File: src/rtl/fir_result_sink_pkg.sv
`default_nettype none
// ============================================================
// fir_result_sink_pkg -- shared state encoding, default widths, saturation helpers
// Rev 1.0
// ============================================================
package fir_result_sink_pkg;

  typedef enum logic [1:0] {
    ST_IDLE    = 2'd0,
    ST_CAPTURE = 2'd1,
    ST_DRAIN   = 2'd2,
    ST_DONE    = 2'd3
  } state_t;

  localparam int c_def_in_w  = 65;
  localparam int c_def_out_w = 16;
  localparam int c_def_shift = 15;

  // Largest / smallest two's-complement value representable in w bits.
  function automatic logic signed [63:0] sat_max(input int w);
    return (64'sd1 <<< (w - 1)) - 64'sd1;
  endfunction

  function automatic logic signed [63:0] sat_min(input int w);
    return -(64'sd1 <<< (w - 1));
  endfunction

endpackage
`default_nettype wire

File: src/rtl/fir_result_sink_if.sv
`default_nettype none
// ============================================================
// fir_result_sink_if -- filter-result input and sample read-port bundle
// Rev 1.0
// ============================================================
interface fir_result_sink_if
  import fir_result_sink_pkg::*;
#(
  parameter int IN_W  = c_def_in_w,
  parameter int OUT_W = c_def_out_w
);
  logic             in_valid;
  logic [IN_W-1:0]  in_data;
  logic             out_valid;
  logic [OUT_W-1:0] out_data;
  logic             out_ready;

  modport master (output in_valid, in_data, out_ready, input out_valid, out_data);
  modport slave  (input in_valid, in_data, out_ready, output out_valid, out_data);
endinterface
`default_nettype wire

File: src/rtl/fir_result_sink_sync_fifo_fwft.sv
`default_nettype none
// ============================================================
// sync_fifo_fwft -- show-ahead FIFO; output holds last head while empty
// Rev 1.0
// ============================================================
module sync_fifo_fwft #(
  parameter int WIDTH = 16,
  parameter int DEPTH = 16
) (
  input  logic             clk,
  input  logic             rst,
  input  logic             i_flush,
  input  logic             i_push,
  input  logic [WIDTH-1:0] i_data,
  input  logic             i_pop,
  output logic [WIDTH-1:0] o_data,
  output logic             o_empty,
  output logic             o_full
);
  localparam int             c_aw      = $clog2(DEPTH);
  localparam logic [c_aw:0]  c_ptr_one = 1;

  logic [WIDTH-1:0] r_mem [DEPTH];
  logic [c_aw:0]    r_wr_ptr;
  logic [c_aw:0]    r_rd_ptr;
  logic [WIDTH-1:0] r_last;
  logic [WIDTH-1:0] w_head;
  logic             w_do_push;
  logic             w_do_pop;

  assign o_empty   = (r_wr_ptr == r_rd_ptr);
  assign o_full    = (r_wr_ptr[c_aw] != r_rd_ptr[c_aw]) &&
                     (r_wr_ptr[c_aw-1:0] == r_rd_ptr[c_aw-1:0]);
  assign w_do_pop  = i_pop && !o_empty;
  // A push into a full FIFO is accepted only when the head leaves the same cycle.
  assign w_do_push = i_push && (!o_full || w_do_pop);
  assign w_head    = r_mem[r_rd_ptr[c_aw-1:0]];
  assign o_data    = o_empty ? r_last : w_head;

  always_ff @(posedge clk) begin
    if (w_do_push && !i_flush) begin
      r_mem[r_wr_ptr[c_aw-1:0]] <= i_data;
    end
  end

  always_ff @(posedge clk or negedge rst) begin
    if (!rst) begin
      r_wr_ptr <= '0;
      r_rd_ptr <= '0;
      r_last   <= '0;
    end else begin
      if (!o_empty) begin
        r_last <= w_head;
      end
      if (i_flush) begin
        r_wr_ptr <= '0;
        r_rd_ptr <= '0;
      end else begin
        if (w_do_push) r_wr_ptr <= r_wr_ptr + c_ptr_one;
        if (w_do_pop)  r_rd_ptr <= r_rd_ptr + c_ptr_one;
      end
    end
  end
endmodule
`default_nettype wire

File: src/rtl/fir_result_sink.sv
`default_nettype none
// ============================================================
// fir_result_sink -- round/saturate FIR results, buffer them, bounded capture FSM
// Rev 1.0
// ============================================================
module fir_result_sink
  import fir_result_sink_pkg::*;
#(
  parameter int IN_W  = c_def_in_w,
  parameter int OUT_W = c_def_out_w,
  parameter int SHIFT = c_def_shift,
  parameter int DEPTH = 16,
  parameter int CNT_W = 11
) (
  input  logic             clk,
  input  logic             rst,
  input  logic             i_start,
  input  logic             i_clear,
  input  logic [CNT_W-1:0] i_cap_len,
  fir_result_sink_if.slave stream,
  output logic             o_busy,
  output logic             o_done,
  output logic             o_drop,
  output logic [CNT_W-1:0] o_sample_count,
  output logic [CNT_W-1:0] o_sat_count
);
  localparam logic signed [OUT_W-1:0] c_out_max = OUT_W'(sat_max(OUT_W));
  localparam logic signed [OUT_W-1:0] c_out_min = OUT_W'(sat_min(OUT_W));
  localparam logic signed [IN_W:0]    c_half    = {{IN_W{1'b0}}, 1'b1} << (SHIFT - 1);
  localparam logic [CNT_W-1:0]        c_cnt_one = 1;

  state_t r_state;
  state_t w_state_nx;

  logic [CNT_W-1:0] r_cap_len;
  logic [CNT_W-1:0] r_sample_count;
  logic [CNT_W-1:0] r_sat_count;
  logic             r_drop;
  logic             r_stg_valid;
  logic [OUT_W-1:0] r_stg_data;

  logic signed [IN_W:0]         w_sum;
  logic signed [IN_W:0]         w_q;
  logic [IN_W-OUT_W+1:0]        w_hi;
  logic                         w_sat;
  logic [OUT_W-1:0]             w_scaled;
  logic                         w_go;
  logic                         w_zero;
  logic                         w_accept;
  logic                         w_last_accept;
  logic                         w_fifo_empty;
  logic                         w_fifo_full;
  logic                         w_drop_ev;

  // One extra bit of headroom so the rounding offset can never wrap.
  assign w_sum    = {stream.in_data[IN_W-1], stream.in_data} + c_half;
  assign w_q      = w_sum >>> SHIFT;
  assign w_hi     = w_q[IN_W:OUT_W-1];
  assign w_sat    = !((&w_hi) || !(|w_hi));
  assign w_scaled = !w_sat ? w_q[OUT_W-1:0] : (w_q[IN_W] ? c_out_min : c_out_max);

  assign w_go          = i_start && !i_clear && (r_state == ST_IDLE || r_state == ST_DONE);
  assign w_zero        = i_clear || w_go;
  assign w_accept      = stream.in_valid && !i_clear && (r_state == ST_CAPTURE);
  assign w_last_accept = w_accept && ((r_sample_count + c_cnt_one) == r_cap_len);
  assign w_drop_ev     = r_stg_valid && w_fifo_full && !(stream.out_ready && !w_fifo_empty);

  always_ff @(posedge clk or negedge rst) begin
    if (!rst) r_state <= ST_IDLE;
    else      r_state <= w_state_nx;
  end

  always_comb begin
    w_state_nx = r_state;
    if (i_clear) begin
      w_state_nx = ST_IDLE;
    end else begin
      case (r_state)
        ST_IDLE, ST_DONE: if (i_start) w_state_nx = (i_cap_len == '0) ? ST_DRAIN : ST_CAPTURE;
        ST_CAPTURE:       if (w_last_accept) w_state_nx = ST_DRAIN;
        ST_DRAIN:         if (!r_stg_valid && w_fifo_empty) w_state_nx = ST_DONE;
        default:          w_state_nx = ST_IDLE;
      endcase
    end
  end

  always_ff @(posedge clk or negedge rst) begin
    if (!rst) begin
      r_stg_valid <= 1'b0;
      r_stg_data  <= '0;
    end else begin
      r_stg_valid <= w_accept;
      if (w_accept) r_stg_data <= w_scaled;
    end
  end

  always_ff @(posedge clk or negedge rst) begin
    if (!rst) begin
      r_cap_len      <= '0;
      r_sample_count <= '0;
      r_sat_count    <= '0;
      r_drop         <= 1'b0;
    end else begin
      if (w_go) r_cap_len <= i_cap_len;
      if (w_zero) begin
        r_sample_count <= '0;
        r_sat_count    <= '0;
        r_drop         <= 1'b0;
      end else begin
        if (w_accept) r_sample_count <= r_sample_count + c_cnt_one;
        if (w_accept && w_sat && !(&r_sat_count)) r_sat_count <= r_sat_count + c_cnt_one;
        if (w_drop_ev) r_drop <= 1'b1;
      end
    end
  end

  sync_fifo_fwft #(
    .WIDTH (OUT_W),
    .DEPTH (DEPTH)
  ) u_fifo (
    .clk     (clk),
    .rst     (rst),
    .i_flush (w_zero),
    .i_push  (r_stg_valid),
    .i_data  (r_stg_data),
    .i_pop   (stream.out_ready),
    .o_data  (stream.out_data),
    .o_empty (w_fifo_empty),
    .o_full  (w_fifo_full)
  );

  assign stream.out_valid = !w_fifo_empty;
  assign o_busy           = (r_state == ST_CAPTURE) || (r_state == ST_DRAIN);
  assign o_done           = (r_state == ST_DONE);
  assign o_drop           = r_drop;
  assign o_sample_count   = r_sample_count;
  assign o_sat_count      = r_sat_count;
endmodule
`default_nettype wire

File: src/flat_wrapper.sv
// flat-port wrapper written by rule: the top's interface ports become plain ports
module fir_result_sink_flat import fir_result_sink_pkg::*;
#(
  parameter int IN_W  = c_def_in_w,
  parameter int OUT_W = c_def_out_w,
  parameter int SHIFT = c_def_shift,
  parameter int DEPTH = 16,
  parameter int CNT_W = 11
)
  (clk, rst, i_start, i_clear, i_cap_len, o_busy, o_done, o_drop, o_sample_count, o_sat_count, stream_in_valid, stream_in_data, stream_out_ready, stream_out_valid, stream_out_data);
  fir_result_sink_if #(.IN_W(IN_W), .OUT_W(OUT_W)) stream_i ();
  input  logic clk;
  input  logic rst;
  input  logic i_start;
  input  logic i_clear;
  input  logic [CNT_W-1:0] i_cap_len;
  output logic o_busy;
  output logic o_done;
  output logic o_drop;
  output logic [CNT_W-1:0] o_sample_count;
  output logic [CNT_W-1:0] o_sat_count;
  input wire logic [$bits(stream_i.in_valid)-1:0] stream_in_valid;
  input wire logic [$bits(stream_i.in_data)-1:0] stream_in_data;
  input wire logic [$bits(stream_i.out_ready)-1:0] stream_out_ready;
  output wire logic [$bits(stream_i.out_valid)-1:0] stream_out_valid;
  output wire logic [$bits(stream_i.out_data)-1:0] stream_out_data;
  assign stream_i.in_valid = stream_in_valid;
  assign stream_i.in_data = stream_in_data;
  assign stream_i.out_ready = stream_out_ready;
  assign stream_out_valid = stream_i.out_valid;
  assign stream_out_data = stream_i.out_data;
  fir_result_sink #(.IN_W(IN_W), .OUT_W(OUT_W), .SHIFT(SHIFT), .DEPTH(DEPTH), .CNT_W(CNT_W)) u_core (.clk(clk), .rst(rst), .i_start(i_start), .i_clear(i_clear), .i_cap_len(i_cap_len), .stream(stream_i), .o_busy(o_busy), .o_done(o_done), .o_drop(o_drop), .o_sample_count(o_sample_count), .o_sat_count(o_sat_count));
endmodule
File: config.mk
export PLATFORM = sky130hd
export DESIGN_NAME = fir_result_sink_flat
export DESIGN_NICKNAME = d
export VERILOG_FILES = /design/src/rtl/fir_result_sink_pkg.sv /design/src/rtl/fir_result_sink_if.sv /design/src/rtl/fir_result_sink_sync_fifo_fwft.sv /design/src/rtl/fir_result_sink.sv /design/src/flat_wrapper.sv
export SDC_FILE = /design/constraint.sdc
export NUM_CORES = 1
export LEC_CHECK = 0
export ABC_AREA = 1
export BUFFER_PORTS_ARGS = -buffer_cell sky130_fd_sc_hd__buf_2
export CAP_MARGIN = 20
export CORE_MARGIN = 5
export CORE_UTILIZATION = 55
export DETAILED_ROUTE_END_ITERATION = 8
export GPL_ROUTABILITY_DRIVEN = 1
export HOLD_SLACK_MARGIN = 0.08
export PLACE_DENSITY = 0.81
export SLEW_MARGIN = 5
export SYNTH_ARGS = -nofsm -noshare
export SYNTH_HDL_FRONTEND = slang
export SYNTH_HIERARCHICAL = 1
export SYNTH_SLANG_ARGS = --single-unit
File: constraint.sdc
create_clock -name clk -period 8.1 [get_ports clk]
set_clock_uncertainty 0.1 [all_clocks]
set_input_delay 0.81 -clock clk [delete_from_list [all_inputs] [get_ports clk]]
set_output_delay 0.81 -clock clk [all_outputs]
set_load 0.1 [all_outputs]
==> flow_summary.json <==
{
  "synthesis.area_mm2": 0.01684,
  "num_antenna_cells": 0,
  "post-cts-setup-buffers": 0,
  "power_frac_seq": 0.482,
  "antenna_found_initial": 0,
  "p_comb_frac": 0.200,
  "clkTransAtPathRegs_ps": 60,
  "viasPerCell": 5.577,
  "synth.ff_latch_count": 335,
  "io_buffers": 109,
  "peakVddDrop_uv": 154.1,
  "initial_core_util": 0.5535,
  "yosys-top-cells-count": "743 x nand2_1, 280 x nor2_1, 256 x edfxtp_1, 177 x nand3_1, 137 x inv_1",
  "crit_buf_inv": 6,
  "routabilityCongestion": 0.9614,
  "cts.sinks": 335,
  "min_path_type": "reg2reg",
  "fmax_mhz": 198.3,
  "grt_pass1_vias": 13531,
  "synth.top_cells.by_area": "edfxtp_1 46%, nand2_1 17%, dfrtp_1 12%, nor2_1 6.2%, nand3_1 5.3%",
  "grtUsageTotal": 0.2615,
  "p_sw_mw": 1.674,
  "postSynth.asyncResetShare": 0.2358,
  "tightestPinTransition_ps": 1145,
  "htreeDepth": 2,
  "synth_compound_area_frac": 0.02815,
  "synth_flop_cell": "edfxtp_1",
  "drt-total-wl_um": 44530,
  "synth_area_per_cell_um2": 8.503,
  "clk_path_buf_depth": 3,
  "tritoncts": "done",
  "finalSetupTns_ps": 0,
  "crit_family": "buffers and inverters",
  "swShare": 0.3405,
  "worstPathRequired_ps": 7190,
  "period_share": 0.6225,
  "die_w_um": 185,
  "path_class": "reg2out",
  "synthXorXnorAreaFrac": 0.01820,
  "synth-simple-area-share": 0.3179,
  "die_area_mm2": 0.03423,
  "status": "complete, no violations",
  "wl_met2_um": 21390,
  "post_drt_wl_per_cell_um": 17.76,
  "syn2layout_area_growth_pct": 12.12,
  "synth_edf_count": 256,
  "p_clk_frac": 0.318,
  "synth_top_area_frac": 0.4564,
  "yosysTopAreaCell": "edfxtp_1",
  "nets": 2178,
  "met1_length_um": 18240,
  "dpl.hpwl_um": 28920,
  "hold_viol_final": 0,
  "drive_gt1_frac": 0.1090,
  "grt_setup_unrepaired": "false",
  "grt_pass1_wl_um": 70700,
  "slew_headroom": 0.2365,
  "max_stage_delay_ps": 720,
  "power_density_mw_per_mm2": 260.4,
  "ys_seq_area_frac": 0.5738,
  "io-pin-count": 124,
  "core_area_mm2": 0.03043,
  "cts-root-buf": "clkbuf_16",
  "placed_area_mm2": 0.01776,
  "syn_inst": 1981,
  "setup_violations": 0,
  "maxCapViolations": 0,
  "overflow": 0,
  "rows": 64,
  "post_synth_fa_ha_maj_area_fraction": 0.008171,
  "top_layer_used": "met4",
  "drc": 0,
  "die_h_um": 185,
  "slowest_stage": "buf_4",
  "synth_top_family_by_area": "simple AND/OR/NAND/NOR gates",
  "cp-start-kind": "flip-flop",
  "synthMuxAreaShare": 0,
  "yosysUniqueCellTypes": 37,
  "ys_warn_count": 6,
  "synth.most_common_cell": "nand2_1",
  "syn-num-nets": 2074,
  "insertion_delay_ps": 510,
  "crit_fanout": 75,
  "final_area_mm2": 0.01888,
  "crit_chain": "buf_4 -> clkinv_1 -> buf_12 -> nand2_1 -> nand2_1 -> nor2_1 -> nand3_1 -> buf_4 -> inv_2 -> nor2_1 -> a21oi_1 -> buf_2",
  "drtIter0Drc": 1387,
  "grt_max_degree": 105,
  "critPathCaptureType": "output pin",
  "worstPathArrival_ps": 4130,
  "maxSlewViolCount": 0,
  "numCtsBuffers": 35,
  "dr.pass1.iters": 8,
  "wl_met3_um": 3301,
  "post-route-min-period_ps": 5042,
  "via_count": 13981,
  "leakage_nw": 8.093,
  "ant_nets": 0,
  "cellInternalPower_mw": 3.243
}
layout by cell type, fill, tap and decap left out, drive strengths merged, types with 7 or more instances in the layout:
master	instances
xnor2	9
nand3b	16
edfxtp	256
buf	135
inv	146
o21ai	58
nor3	7
ha	11
nand4	33
nand3	179
a21oi	20
nor2	298
clkbuf	39
clkinv	18
nand2	749
o22ai	8
dfrtp	79
xor2	26
tightest hold or removal path: cells and delay by family, from the launching register on:
family / cells / cell delay [ps]
DFF: 1 / 360
and+or+nand+nor: 2 / 110
kinds of logic (layout without fill, tap and decap cells):
kind of cell | after synthesis | count (layout)
AOI/OAI and AO/OA | 91 | 91
xor gates and xnor gates | 35 | 35
buffers and inverters | 217 | 347
DFF | 335 | 335
adders and majority gates | 11 | 11
and+or+nand+nor | 1292 | 1292
through the flow:
| step | total power [mW] | std cells | setup WS [ps] | hold WS [ps] | utilization |
|---|---|---|---|---|---|
| floorplan | 3.100 | 1981 | 4477 | 356.4 | - |
| global placement | 3.350 | 2442 | 3086 | 382.6 | 0.5829 |
| detailed placement | 3.385 | 2443 | 3657 | 383.6 | 0.5836 |
| CTS | 4.939 | 2507 | 3087 | 398.5 | 0.6206 |
| global route | 5.124 | 2507 | 2792 | 416.8 | 0.6206 |
| finish | 4.918 | 2507 | 3058 | 400.7 | 0.6206 |
state kept, by name, indices dropped and copies added, names as in the netlist:
name / flops
u_core/r_stg_data: 16
u_core/u_fifo/r_rd_ptr: 5
u_core/r_cap_len: 11
u_core/o_sat_count: 11
u_core/r_stg_valid: 1
u_core/u_fifo/r_mem: 256
u_core/o_drop: 1
u_core/o_sample_count: 11
u_core/u_fifo/r_wr_ptr: 5
u_core/r_state: 2
u_core/u_fifo/r_last: 16
routing by layer:
metal  track usage  up-vias
met5             0        -
met4       0.08896        0
met3       0.03555      117
met2        0.4452      656
met1        0.3485     6565
li1              -     6643
what timing repair did:
action | in CTS | in global routing
endpoints found under the setup margin | 0 | 0
hold endpoints to repair | 14 | 0
resized for setup | 0 | 0
hold buffers | 1 | 0
power groups by stage:
stage / registers [mW] / logic (mW) / clock network (mW)
2_1_floorplan: 2.32 / 0.784 / 0
3_3_place_gp: 2.39 / 0.963 / 0
3_5_place_dp: 2.41 / 0.979 / 0
4_1_cts: 2.37 / 0.985 / 1.58
5_1_grt: 2.40 / 1.06 / 1.66
6_report: 2.37 / 0.983 / 1.56
worst paths after layout:
check                                     startpoint                         to  slack, ps  cells past startpoint
setup / recovery           u_core/u_fifo/r_rd_ptr[1]        stream_out_data[14]       3060                     12
hold / removal                   u_core/r_cap_len[5]        u_core/r_cap_len[5]        400                      2
setup reg to reg                   u_core/r_state[0]  u_core/u_fifo/r_mem[5][5]       3970                     11
hold reg to reg                  u_core/r_cap_len[5]        u_core/r_cap_len[5]        400                      2
max in group asynchronous                        rst  u_core/u_fifo/r_rd_ptr[0]       6070                      3
min in group asynchronous                        rst   u_core/u_fifo/r_last[14]        660                      2
final cells by class:
class,instances,area [µm²]
clock inverters,24,226.5
well taps,396,495.5
inverters,148,556.8
multi-input cells,1429,6280
fillers,2483,11540
repair buffers,136,765.7
clock buffers,39,890.9
flip-flops and latches,335,9669
(Power assumes the default switching activity.)
